<file path="src/rtl/ex_pkg.sv">
// Shared encodings for the execute stage: ALUop, funct, forwarding selects, MD FSM states.
// No logic of its own; constants and one decode helper only.
// Backpressure: n/a.
package ex_pkg;

   localparam logic [1:0] ALUOP_ADD   = 2'b00;
   localparam logic [1:0] ALUOP_SUB   = 2'b01;
   localparam logic [1:0] ALUOP_FUNCT = 2'b10;
   localparam logic [1:0] ALUOP_RSVD  = 2'b11;

   localparam logic [1:0] FWD_IDEX  = 2'b00;
   localparam logic [1:0] FWD_EXMEM = 2'b01;
   localparam logic [1:0] FWD_MEMWB = 2'b10;

   localparam logic [5:0] F_SLL   = 6'h00;
   localparam logic [5:0] F_SRL   = 6'h02;
   localparam logic [5:0] F_SRA   = 6'h03;
   localparam logic [5:0] F_MFHI  = 6'h10;
   localparam logic [5:0] F_MFLO  = 6'h12;
   localparam logic [5:0] F_MULT  = 6'h18;
   localparam logic [5:0] F_MULTU = 6'h19;
   localparam logic [5:0] F_DIV   = 6'h1A;
   localparam logic [5:0] F_DIVU  = 6'h1B;
   localparam logic [5:0] F_ADD   = 6'h20;
   localparam logic [5:0] F_ADDU  = 6'h21;
   localparam logic [5:0] F_SUB   = 6'h22;
   localparam logic [5:0] F_SUBU  = 6'h23;
   localparam logic [5:0] F_AND   = 6'h24;
   localparam logic [5:0] F_OR    = 6'h25;
   localparam logic [5:0] F_XOR   = 6'h26;
   localparam logic [5:0] F_NOR   = 6'h27;
   localparam logic [5:0] F_SLT   = 6'h2A;
   localparam logic [5:0] F_SLTU  = 6'h2B;

   typedef enum logic [1:0] {IDLE, BUSY, DONE} md_state_t;

   // Encoded so that funct[1:0] of the MD group maps straight onto the op.
   typedef enum logic [1:0] {MD_MULT, MD_MULTU, MD_DIV, MD_DIVU} md_op_t;

   function automatic logic is_md_funct(input logic [5:0] f);
      return (f == F_MULT) || (f == F_MULTU) || (f == F_DIV) || (f == F_DIVU);
   endfunction

endpackage

</file>
<file path="src/rtl/ex_stage_md.sv">
// Iterative multiply/divide engine owning HI/LO: shift-add multiply, restoring divide on magnitudes.
// Latency: start edge, MD_CYCLES BUSY iterations, HI/LO written on entry to DONE.
// Backpressure: busy tells the owner to stall; flush abandons the operation leaving HI/LO untouched.
module md_unit
   import ex_pkg::*;
#(
   parameter int XLEN      = 32,
   parameter int MD_CYCLES = 32
) (
   input  logic            clk,
   input  logic            rst,
   input  logic            start,
   input  logic            flush,
   input  md_op_t          op,
   input  logic [XLEN-1:0] a,
   input  logic [XLEN-1:0] b,
   output logic            busy,
   output logic            done,
   output logic [XLEN-1:0] hi,
   output logic [XLEN-1:0] lo
);

   localparam int            CW   = $clog2(MD_CYCLES);
   localparam logic [CW-1:0] LAST = CW'(MD_CYCLES - 1);

   md_state_t         state, state_nxt;
   logic [CW-1:0]     count;
   md_op_t            op_q;
   logic [XLEN-1:0]   work_hi, work_lo, operand_b, dividend_raw;
   logic              neg_q, neg_r, b_zero;
   logic              in_signed, a_neg, b_neg, op_is_div;
   logic [XLEN-1:0]   mag_a, mag_b;
   logic [XLEN:0]     madd, dshift;
   logic              d_ge;
   logic [XLEN-1:0]   dsub;
   logic [XLEN-1:0]   step_hi, step_lo, fin_hi, fin_lo;
   logic [2*XLEN-1:0] prod, prod_fix;

   // Magnitudes of the incoming operands; only signed ops look at the sign bits.
   always_comb begin
      in_signed = (op == MD_MULT) || (op == MD_DIV);
      a_neg     = in_signed & a[XLEN-1];
      b_neg     = in_signed & b[XLEN-1];
      mag_a     = a_neg ? -a : a;
      mag_b     = b_neg ? -b : b;
   end

   // One iteration of the datapath plus the sign/zero fix-up applied on the final step.
   always_comb begin
      op_is_div = (op_q == MD_DIV) || (op_q == MD_DIVU);
      madd      = {1'b0, work_hi} + (work_lo[0] ? {1'b0, operand_b} : {(XLEN+1){1'b0}});
      dshift    = {work_hi, work_lo[XLEN-1]};
      d_ge      = dshift >= {1'b0, operand_b};
      dsub      = dshift[XLEN-1:0] - operand_b;
      if (op_is_div) begin
         step_hi = d_ge ? dsub : dshift[XLEN-1:0];
         step_lo = {work_lo[XLEN-2:0], d_ge};
      end else begin
         step_hi = madd[XLEN:1];
         step_lo = {madd[0], work_lo[XLEN-1:1]};
      end
      prod     = {step_hi, step_lo};
      prod_fix = neg_q ? -prod : prod;
      if (!op_is_div) begin
         fin_hi = prod_fix[2*XLEN-1:XLEN];
         fin_lo = prod_fix[XLEN-1:0];
      end else if (b_zero) begin
         fin_hi = dividend_raw;
         fin_lo = '1;
      end else begin
         fin_hi = neg_r ? -step_hi : step_hi;
         fin_lo = neg_q ? -step_lo : step_lo;
      end
   end

   // Next-state logic: flush abandons BUSY/DONE, DONE always returns to IDLE.
   always_comb begin
      state_nxt = state;
      case (state)
         IDLE:    if (start && !flush) state_nxt = BUSY;
         BUSY:    if (flush) state_nxt = IDLE;
                  else if (count == LAST) state_nxt = DONE;
         default: state_nxt = IDLE;
      endcase
   end

   // State register, operand latch, iteration registers and HI/LO write-back.
   always_ff @(posedge clk) begin
      if (rst) begin
         state        <= IDLE;
         count        <= '0;
         op_q         <= MD_MULT;
         work_hi      <= '0;
         work_lo      <= '0;
         operand_b    <= '0;
         dividend_raw <= '0;
         neg_q        <= 1'b0;
         neg_r        <= 1'b0;
         b_zero       <= 1'b0;
         hi           <= '0;
         lo           <= '0;
      end else begin
         state <= state_nxt;
         case (state)
            IDLE: begin
               if (start && !flush) begin
                  op_q         <= op;
                  count        <= '0;
                  work_hi      <= '0;
                  neg_q        <= a_neg ^ b_neg;
                  neg_r        <= a_neg;
                  b_zero       <= (b == '0);
                  dividend_raw <= a;
                  if ((op == MD_DIV) || (op == MD_DIVU)) begin
                     work_lo   <= mag_a;
                     operand_b <= mag_b;
                  end else begin
                     work_lo   <= mag_b;
                     operand_b <= mag_a;
                  end
               end
            end
            BUSY: begin
               if (flush) begin
                  count <= '0;
               end else begin
                  work_hi <= step_hi;
                  work_lo <= step_lo;
                  count   <= count + CW'(1);
                  if (count == LAST) begin
                     hi <= fin_hi;
                     lo <= fin_lo;
                  end
               end
            end
            default: count <= '0;
         endcase
      end
   end

   assign busy = (state == BUSY);
   assign done = (state == DONE);

endmodule

</file>
<file path="src/rtl/ex_stage.sv">
// MIPS execute stage: forwarding, ALU, branch target, MD engine control and the EX/MEM register.
// Latency: one cycle ID/EX -> EX/MEM; MULT/DIV family holds stall_out for 1 + MD_CYCLES cycles.
// Backpressure: stall_out freezes the front end; EX/MEM takes a bubble while stalled or flushed.
module ex_stage
   import ex_pkg::*;
#(
   parameter int XLEN      = 32,
   parameter int MD_CYCLES = 32
) (
   input  logic            clk,
   input  logic            rst,
   input  logic [XLEN-1:0] pc_in,
   input  logic [XLEN-1:0] register1_in,
   input  logic [XLEN-1:0] register2_in,
   input  logic [XLEN-1:0] sign_extend_in,
   input  logic [4:0]      rt_in,
   input  logic [4:0]      rd_in,
   input  logic            wb_src_in,
   input  logic            wb_write_in,
   input  logic            mem_read_in,
   input  logic            mem_write_in,
   input  logic            jump_in,
   input  logic [1:0]      ex_ALUop_in,
   input  logic            ex_ALUsrc_in,
   input  logic [1:0]      fwd_a_sel,
   input  logic [1:0]      fwd_b_sel,
   input  logic [XLEN-1:0] exmem_fwd_data,
   input  logic [XLEN-1:0] memwb_fwd_data,
   input  logic            flush,
   output logic            stall_out,
   output logic [XLEN-1:0] alu_result_out,
   output logic [XLEN-1:0] store_data_out,
   output logic [XLEN-1:0] branch_target_out,
   output logic [4:0]      dest_out,
   output logic            zero_out,
   output logic            wb_src_out,
   output logic            wb_write_out,
   output logic            mem_read_out,
   output logic            mem_write_out,
   output logic            jump_out
);

   logic [XLEN-1:0] fwd_a, fwd_b, op_b, alu_res, md_hi, md_lo, diff, branch_target;
   logic [5:0]      funct;
   logic [4:0]      shamt, dest;
   logic            is_rtype, md_in_ex, funct_ok, md_busy, md_done, md_start, bubble, wb_ok;

   assign funct    = sign_extend_in[5:0];
   assign shamt    = sign_extend_in[10:6];
   assign is_rtype = (ex_ALUop_in == ALUOP_FUNCT);
   assign md_in_ex = is_rtype && is_md_funct(funct);

   // Forwarding muxes; the unused select code falls back to the ID/EX value.
   always_comb begin
      case (fwd_a_sel)
         FWD_EXMEM: fwd_a = exmem_fwd_data;
         FWD_MEMWB: fwd_a = memwb_fwd_data;
         default:   fwd_a = register1_in;
      endcase
      case (fwd_b_sel)
         FWD_EXMEM: fwd_b = exmem_fwd_data;
         FWD_MEMWB: fwd_b = memwb_fwd_data;
         default:   fwd_b = register2_in;
      endcase
   end

   assign op_b = ex_ALUsrc_in ? sign_extend_in : fwd_b;

   // ALU; unknown funct gives zero and suppresses write-back via funct_ok.
   always_comb begin
      alu_res  = '0;
      funct_ok = 1'b1;
      case (ex_ALUop_in)
         ALUOP_SUB: alu_res = fwd_a - op_b;
         ALUOP_FUNCT: begin
            case (funct)
               F_ADD, F_ADDU: alu_res = fwd_a + op_b;
               F_SUB, F_SUBU: alu_res = fwd_a - op_b;
               F_AND:  alu_res = fwd_a & op_b;
               F_OR:   alu_res = fwd_a | op_b;
               F_XOR:  alu_res = fwd_a ^ op_b;
               F_NOR:  alu_res = ~(fwd_a | op_b);
               F_SLT:  alu_res = {{(XLEN-1){1'b0}}, ($signed(fwd_a) < $signed(op_b))};
               F_SLTU: alu_res = {{(XLEN-1){1'b0}}, (fwd_a < op_b)};
               F_SLL:  alu_res = op_b << shamt;
               F_SRL:  alu_res = op_b >> shamt;
               F_SRA:  alu_res = $signed(op_b) >>> shamt;
               F_MFHI: alu_res = md_hi;
               F_MFLO: alu_res = md_lo;
               F_MULT, F_MULTU, F_DIV, F_DIVU: alu_res = '0;
               default: funct_ok = 1'b0;
            endcase
         end
         default: alu_res = fwd_a + op_b;
      endcase
   end

   assign diff          = fwd_a - op_b;
   assign branch_target = pc_in + {sign_extend_in[XLEN-3:0], 2'b00};
   assign dest          = is_rtype ? rd_in : rt_in;
   assign wb_ok         = wb_write_in && (dest != 5'd0) && !md_in_ex && funct_ok;

   // The engine only accepts a new op from IDLE, so a held MD instruction in DONE does not restart.
   assign md_start  = md_in_ex && !flush && !md_busy && !md_done;
   assign stall_out = md_start || md_busy;
   assign bubble    = stall_out || flush || md_in_ex;

   md_unit #(
      .XLEN      (XLEN),
      .MD_CYCLES (MD_CYCLES)
   ) u_md (
      .clk   (clk),
      .rst   (rst),
      .start (md_start),
      .flush (flush),
      .op    (md_op_t'(funct[1:0])),
      .a     (fwd_a),
      .b     (fwd_b),
      .busy  (md_busy),
      .done  (md_done),
      .hi    (md_hi),
      .lo    (md_lo)
   );

   // EX/MEM register: reset clears everything, stall/flush/MD retire capture a control bubble.
   always_ff @(posedge clk) begin
      if (rst) begin
         alu_result_out    <= '0;
         store_data_out    <= '0;
         branch_target_out <= '0;
         dest_out          <= '0;
         zero_out          <= 1'b0;
         wb_src_out        <= 1'b0;
         wb_write_out      <= 1'b0;
         mem_read_out      <= 1'b0;
         mem_write_out     <= 1'b0;
         jump_out          <= 1'b0;
      end else begin
         alu_result_out    <= alu_res;
         store_data_out    <= fwd_b;
         branch_target_out <= branch_target;
         dest_out          <= dest;
         zero_out          <= (diff == '0);
         wb_src_out        <= wb_src_in;
         wb_write_out      <= bubble ? 1'b0 : wb_ok;
         mem_read_out      <= bubble ? 1'b0 : mem_read_in;
         mem_write_out     <= bubble ? 1'b0 : mem_write_in;
         jump_out          <= bubble ? 1'b0 : jump_in;
      end
   end

endmodule

</file>
<file path="config.mk">
export PLATFORM = sky130hd
export DESIGN_NAME = ex_stage
export DESIGN_NICKNAME = d
export VERILOG_FILES = /design/src/rtl/ex_pkg.sv /design/src/rtl/ex_stage_md.sv /design/src/rtl/ex_stage.sv
export SDC_FILE = /design/constraint.sdc
export NUM_CORES = 2
export LEC_CHECK = 0
export ABC_AREA = 1
export CORE_AREA = 2 2 374 376
export DETAILED_ROUTE_END_ITERATION = 10
export DIE_AREA = 0 0 376 378
export PLACE_DENSITY = 0.51
export SLEW_MARGIN = 20
export SYNTH_ARGS = -nofsm -noshare
export SYNTH_HDL_FRONTEND = slang
export SYNTH_SLANG_ARGS = --single-unit
</file>
<file path="constraint.sdc">
create_clock -name clk -period 9.47 [get_ports clk]
set_input_delay 1.4205 -clock clk [delete_from_list [all_inputs] [get_ports clk]]
set_output_delay 1.4205 -clock clk [all_outputs]
set_load 0.01 [all_outputs]
</file>
==> flow_results.xml <==
<?xml version="1.0" encoding="UTF-8"?>
<metrics>
  <group name="status">
    <metric name="run_status" unit="">completed</metric>
  </group>
  <group name="synth">
    <metric name="count_of_flip_flops_with_a_built_in_enable_after_synthesis" unit="">0</metric>
    <metric name="yosys_most_used_dff" unit="">sky130_fd_sc_hd__dfxtp_1</metric>
    <metric name="synth_area_leaders" unit="">sky130_fd_sc_hd__dfxtp_1, sky130_fd_sc_hd__nand2_1, sky130_fd_sc_hd__inv_1, sky130_fd_sc_hd__ha_1, sky130_fd_sc_hd__o21ai_0</metric>
    <metric name="syn_nets" unit="">6371</metric>
    <metric name="syn-instance-count" unit="">5948</metric>
    <metric name="cell_with_the_most_instances_after_synthesis" unit="">sky130_fd_sc_hd__nand2_1</metric>
    <metric name="flip_flop_and_latch_count_after_synthesis" unit="">310</metric>
    <metric name="postSynth.asyncResetShare" unit="">0</metric>
    <metric name="synth.avg_cell_area" unit="sq um">5.76</metric>
    <metric name="synth_seq_area_share" unit="">0.181</metric>
    <metric name="synth.top_cells.by_count" unit="">sky130_fd_sc_hd__nand2_1, sky130_fd_sc_hd__inv_1, sky130_fd_sc_hd__nor2_1</metric>
    <metric name="netlist.top_cell.by_area" unit="">sky130_fd_sc_hd__dfxtp_1</metric>
    <metric name="synth_top_area_share" unit="">0.181</metric>
    <metric name="synthesis.area" unit="sq mm">0.0342</metric>
    <metric name="yosysWarnings" unit="">0</metric>
    <metric name="synthDistinctLibCells" unit="">68</metric>
  </group>
  <group name="routing">
    <metric name="post_route_drc_violation_count" unit="">0</metric>
    <metric name="viasPerCell" unit="">5.32</metric>
    <metric name="drt_iter0_markers" unit="">4670</metric>
    <metric name="total_vias_in_the_final_route" unit="">42700</metric>
    <metric name="post_drt_wl_per_cell" unit="um">26.3</metric>
    <metric name="number_of_detailed_routing_iterations_run_before_antenna_repair" unit="">9</metric>
    <metric name="routed_wirelength" unit="um">211000</metric>
    <metric name="drtAntennaViolNets" unit="">0</metric>
  </group>
  <group name="cts">
    <metric name="clockBufferDepth" unit="">3</metric>
    <metric name="clock-root-buffer" unit="">sky130_fd_sc_hd__clkbuf_16</metric>
    <metric name="tritoncts_clock_tree" unit="">yes</metric>
    <metric name="holdBufCountCts" unit="">0</metric>
    <metric name="cts.repair.resized" unit="">0</metric>
    <metric name="clk_transition_reported_paths" unit="ns">0.06</metric>
    <metric name="cts_max_level" unit="">2</metric>
    <metric name="cts_sinks" unit="">310</metric>
    <metric name="clock_latency" unit="ns">0.68</metric>
    <metric name="tritoncts_buffer_count" unit="">44</metric>
    <metric name="post_cts.repair.setup_buffers" unit="">0</metric>
  </group>
  <group name="setup_path">
    <metric name="critical_path_buf_inv_count" unit="">7</metric>
    <metric name="slowest_delay" unit="ns">0.58</metric>
    <metric name="cp_data_required_time" unit="ns">10.02</metric>
    <metric name="r2r.worst_path.cells" unit="">30</metric>
    <metric name="worst_path_arrival" unit="ns">7.55</metric>
    <metric name="critical_path_class" unit="">input port to flip-flop</metric>
    <metric name="timing.critical_path.to_type" unit="">flip-flop</metric>
    <metric name="critical_path.reg2reg.startpoint" unit="">u_md.operand_b[11]</metric>
    <metric name="critical_path.startpoint_type" unit="">input port</metric>
    <metric name="crit_path_cell_trace" unit="">clkdlybuf4s50_1 &gt; inv_1 &gt; ha_1 &gt; buf_4 &gt; inv_2 &gt; buf_4 &gt; nand2_1 &gt; o21ai_1 &gt; inv_1 &gt; ha_1 &gt; a21oi_1 &gt; o21ai_0 &gt; a31oi_1 &gt; o21ai_0 &gt; a21oi_1 &gt; o21bai_1 &gt; or2_2 &gt; nand3_1 &gt; nand3_1 &gt; nand2_1 &gt; inv_1</metric>
    <metric name="worst_path_most_repeated_cell" unit="">sky130_fd_sc_hd__inv_1</metric>
    <metric name="reg2reg_setup_slack" unit="ns">3.43</metric>
    <metric name="worstPathMaxFanout" unit="">35</metric>
    <metric name="critical_path.reg2reg.endpoint" unit="">u_md.hi[24]</metric>
    <metric name="cp_top_family" unit="">compound AO/OA/AOI/OAI gates</metric>
    <metric name="critical-path-slowest-cell" unit="">sky130_fd_sc_hd__inv_2</metric>
  </group>
  <group name="sta">
    <metric name="final_period_minus_worst_setup_slack" unit="ns">7.00</metric>
    <metric name="worst_slew_pin_slew" unit="ns">1.22</metric>
    <metric name="setup_viol" unit="">0</metric>
    <metric name="timing.hold.ws" unit="ns">0.462</metric>
    <metric name="timing.clock.skew" unit="ns">0.0709</metric>
    <metric name="grt_setup_unrepaired" unit="">no</metric>
    <metric name="setup-tns-final" unit="ns">0</metric>
    <metric name="timing.slew.headroom" unit="">0.180</metric>
    <metric name="min_period_over_period" unit="">0.739</metric>
    <metric name="final-max-slew-violation-count" unit="">0</metric>
    <metric name="finalHoldViolCount" unit="">0</metric>
    <metric name="achievable-frequency" unit="MHz">143</metric>
  </group>
  <group name="layout">
    <metric name="layout_cell_share_with_drive_strength_beyond_1" unit="">0.0576</metric>
    <metric name="layout-area-overhead-vs-synth" unit="%">19.8</metric>
    <metric name="layout.cells.non_filler" unit="">8014</metric>
    <metric name="fin_nets" unit="">6595</metric>
    <metric name="total_of_fill_cells_in_the_finished_design" unit="">15800</metric>
  </group>
  <group name="power">
    <metric name="internal_power" unit="mW">2.99</metric>
    <metric name="power_density" unit="mW/mm^2">129</metric>
    <metric name="irDropWorstVdd" unit="mV">0.145</metric>
    <metric name="power.clock.fraction" unit="">0.337</metric>
    <metric name="power_frac_comb" unit="">0.399</metric>
    <metric name="power" unit="mW">5.27</metric>
    <metric name="power.switching_fraction" unit="">0.433</metric>
    <metric name="power_switching" unit="mW">2.29</metric>
    <metric name="seqPwrFrac" unit="">0.264</metric>
    <metric name="leakage" unit="nW">19.5</metric>
  </group>
  <group name="die">
    <metric name="floorplan.die_area" unit="sq mm">0.142</metric>
    <metric name="design.core.area" unit="sq mm">0.139</metric>
    <metric name="start_util" unit="">0.247</metric>
    <metric name="rows" unit="">137</metric>
    <metric name="boundaryPins" unit="">325</metric>
    <metric name="die_h" unit="um">378</metric>
    <metric name="die_width" unit="um">376</metric>
  </group>
  <group name="place">
    <metric name="port_buffers" unit="">324</metric>
    <metric name="dp_hpwl" unit="um">172000</metric>
    <metric name="gp_congestion" unit="">1.02</metric>
    <metric name="place_inst" unit="">7933</metric>
  </group>
  <group name="grt">
    <metric name="globalRouteTotalUtil" unit="">0.286</metric>
    <metric name="grt_first_pass_wirelength" unit="um">296000</metric>
    <metric name="gr_overflow_total" unit="">0</metric>
    <metric name="grt_antenna_before_repair" unit="">13</metric>
    <metric name="grt_start_max_net_pins" unit="">69</metric>
    <metric name="first_global_vias" unit="">40600</metric>
  </group>
  <group name="worst_hold_path">
    <metric name="worst_hold_path.endpoint" unit="">u_md.dividend_raw[15]</metric>
    <metric name="worstHoldPathCells" unit="">2</metric>
    <metric name="tightest_hold_check_type" unit="">flip-flop to flip-flop</metric>
    <metric name="worstHoldStart" unit="">u_md.dividend_raw[15]</metric>
  </group>
  <group name="job">
    <metric name="max_cap_viol_count" unit="">0</metric>
  </group>
</metrics>
==> stage by stage <==
step / utilization / setup WS [ns] / instance area, sq um
final: 0.296 / 2.47 / 41000
after global routing: 0.296 / 2.26 / 41000
after global placement: 0.285 / 1.71 / 39500
after floorplan: - / 4.57 / 34200
after CTS: 0.296 / 2.59 / 41000
after detailed placement: 0.285 / 1.91 / 39500
==> placed cells by master (no fill, tap or decap), types with 10 or more instances in the layout <==
cell	synthesis	final
sky130_fd_sc_hd__nand2_1	1607	1606
sky130_fd_sc_hd__inv_1	824	822
sky130_fd_sc_hd__nor2_1	536	528
sky130_fd_sc_hd__o21ai_0	471	463
sky130_fd_sc_hd__a21oi_1	418	418
sky130_fd_sc_hd__nand3_1	378	378
sky130_fd_sc_hd__clkdlybuf4s50_1	0	321
sky130_fd_sc_hd__dfxtp_1	310	307
sky130_fd_sc_hd__ha_1	201	201
sky130_fd_sc_hd__xor2_1	122	122
sky130_fd_sc_hd__buf_4	7	117
sky130_fd_sc_hd__o21ai_1	105	113
sky130_fd_sc_hd__nand4_1	68	68
sky130_fd_sc_hd__nor3_1	50	49
sky130_fd_sc_hd__a31oi_1	46	46
sky130_fd_sc_hd__clkbuf_16	0	44
sky130_fd_sc_hd__o211ai_1	41	41
sky130_fd_sc_hd__o22ai_1	40	40
sky130_fd_sc_hd__a221oi_1	37	37
sky130_fd_sc_hd__nor2_2	30	35
sky130_fd_sc_hd__a22o_1	31	31
sky130_fd_sc_hd__nand2_2	29	30
sky130_fd_sc_hd__or2_2	28	28
sky130_fd_sc_hd__o221ai_1	27	27
sky130_fd_sc_hd__o2111ai_1	21	21
sky130_fd_sc_hd__o21a_1	20	20
sky130_fd_sc_hd__nand3_2	20	20
sky130_fd_sc_hd__a211oi_1	20	20
sky130_fd_sc_hd__xnor2_1	19	19
sky130_fd_sc_hd__a22oi_1	17	17
sky130_fd_sc_hd__nand3b_1	17	17
sky130_fd_sc_hd__inv_2	10	12
sky130_fd_sc_hd__nor4_1	12	12
sky130_fd_sc_hd__clkinv_1	12	11
sky130_fd_sc_hd__mux2i_1	11	11
sky130_fd_sc_hd__o21ai_2	10	10
sky130_fd_sc_hd__nor2_4	7	10
==> layout make-up <==
type / instances / area [sq um] / share of cell area
multi-input combinational: 4528 / 23800 / 0.579
sequential: 310 / 6210 / 0.151
timing repair buffer: 441 / 4110 / 0.100
inverter: 847 / 3180 / 0.0776
tap: 1807 / 2260 / 0.0551
clock buffer: 57 / 1210 / 0.0295
clock inverter: 20 / 275 / 0.00671
antenna: 4 / 10.0 / 0.000244
==> worst register-to-register path: cells and delay by family (launching register included) <==
| family | cells | cell delay, ns |
|---|---|---|
| AOI/OAI and AO/OA | 3 | 0.70 |
| adders and majority gates | 2 | 0.65 |
| buffers and inverters | 4 | 0.31 |
| DFF | 1 | 0.61 |
| and+or+nand+nor | 21 | 3.65 |
==> logic make-up after synthesis <==
| group | after synthesis | share of synthesized area |
|---|---|---|
| adders and majority gates | 206 | 0.0764 |
| xor gates and xnor gates | 141 | 0.0361 |
| and+or+nand+nor | 2810 | 0.348 |
| DFF | 310 | 0.181 |
| muxes | 11 | 0.00322 |
| AOI/OAI and AO/OA | 1360 | 0.229 |
| buffers and inverters | 1110 | 0.126 |
==> power by group through the flow <==
| stage | registers (mW) | clock network, mW | logic [mW] |
|---|---|---|---|
| floorplan | 1.43 | 0 | 1.05 |
| global placement | 1.42 | 0 | 2.07 |
| detailed placement | 1.42 | 0 | 2.04 |
| CTS | 1.40 | 1.82 | 2.05 |
| global route | 1.40 | 1.85 | 2.21 |
| finish | 1.39 | 1.78 | 2.10 |
==> worst max-delay path by stage <==
| stage | start | endpoint | slack [ns] | depth (start not counted) |
|---|---|---|---|---|
| after floorplan | fwd_a_sel[0] | alu_result_out[30] | 4.57 | 25 |
| after global placement | fwd_a_sel[0] | alu_result_out[31] | 1.71 | 21 |
| after detailed placement | fwd_a_sel[0] | alu_result_out[21] | 1.91 | 21 |
| after CTS | fwd_a_sel[0] | alu_result_out[21] | 2.59 | 21 |
| after global routing | fwd_a_sel[0] | alu_result_out[21] | 2.26 | 21 |
| final | fwd_a_sel[0] | alu_result_out[21] | 2.47 | 21 |
==> layer usage <==
metal / track usage / share of wire
met5: 0 / 0.00071
met2: 0.465 / 0.45
met4: 0.166 / 0.066
met3: 0.0481 / 0.080
met1: 0.357 / 0.41
No activity file was read; power rests on OpenSTA's default activity.
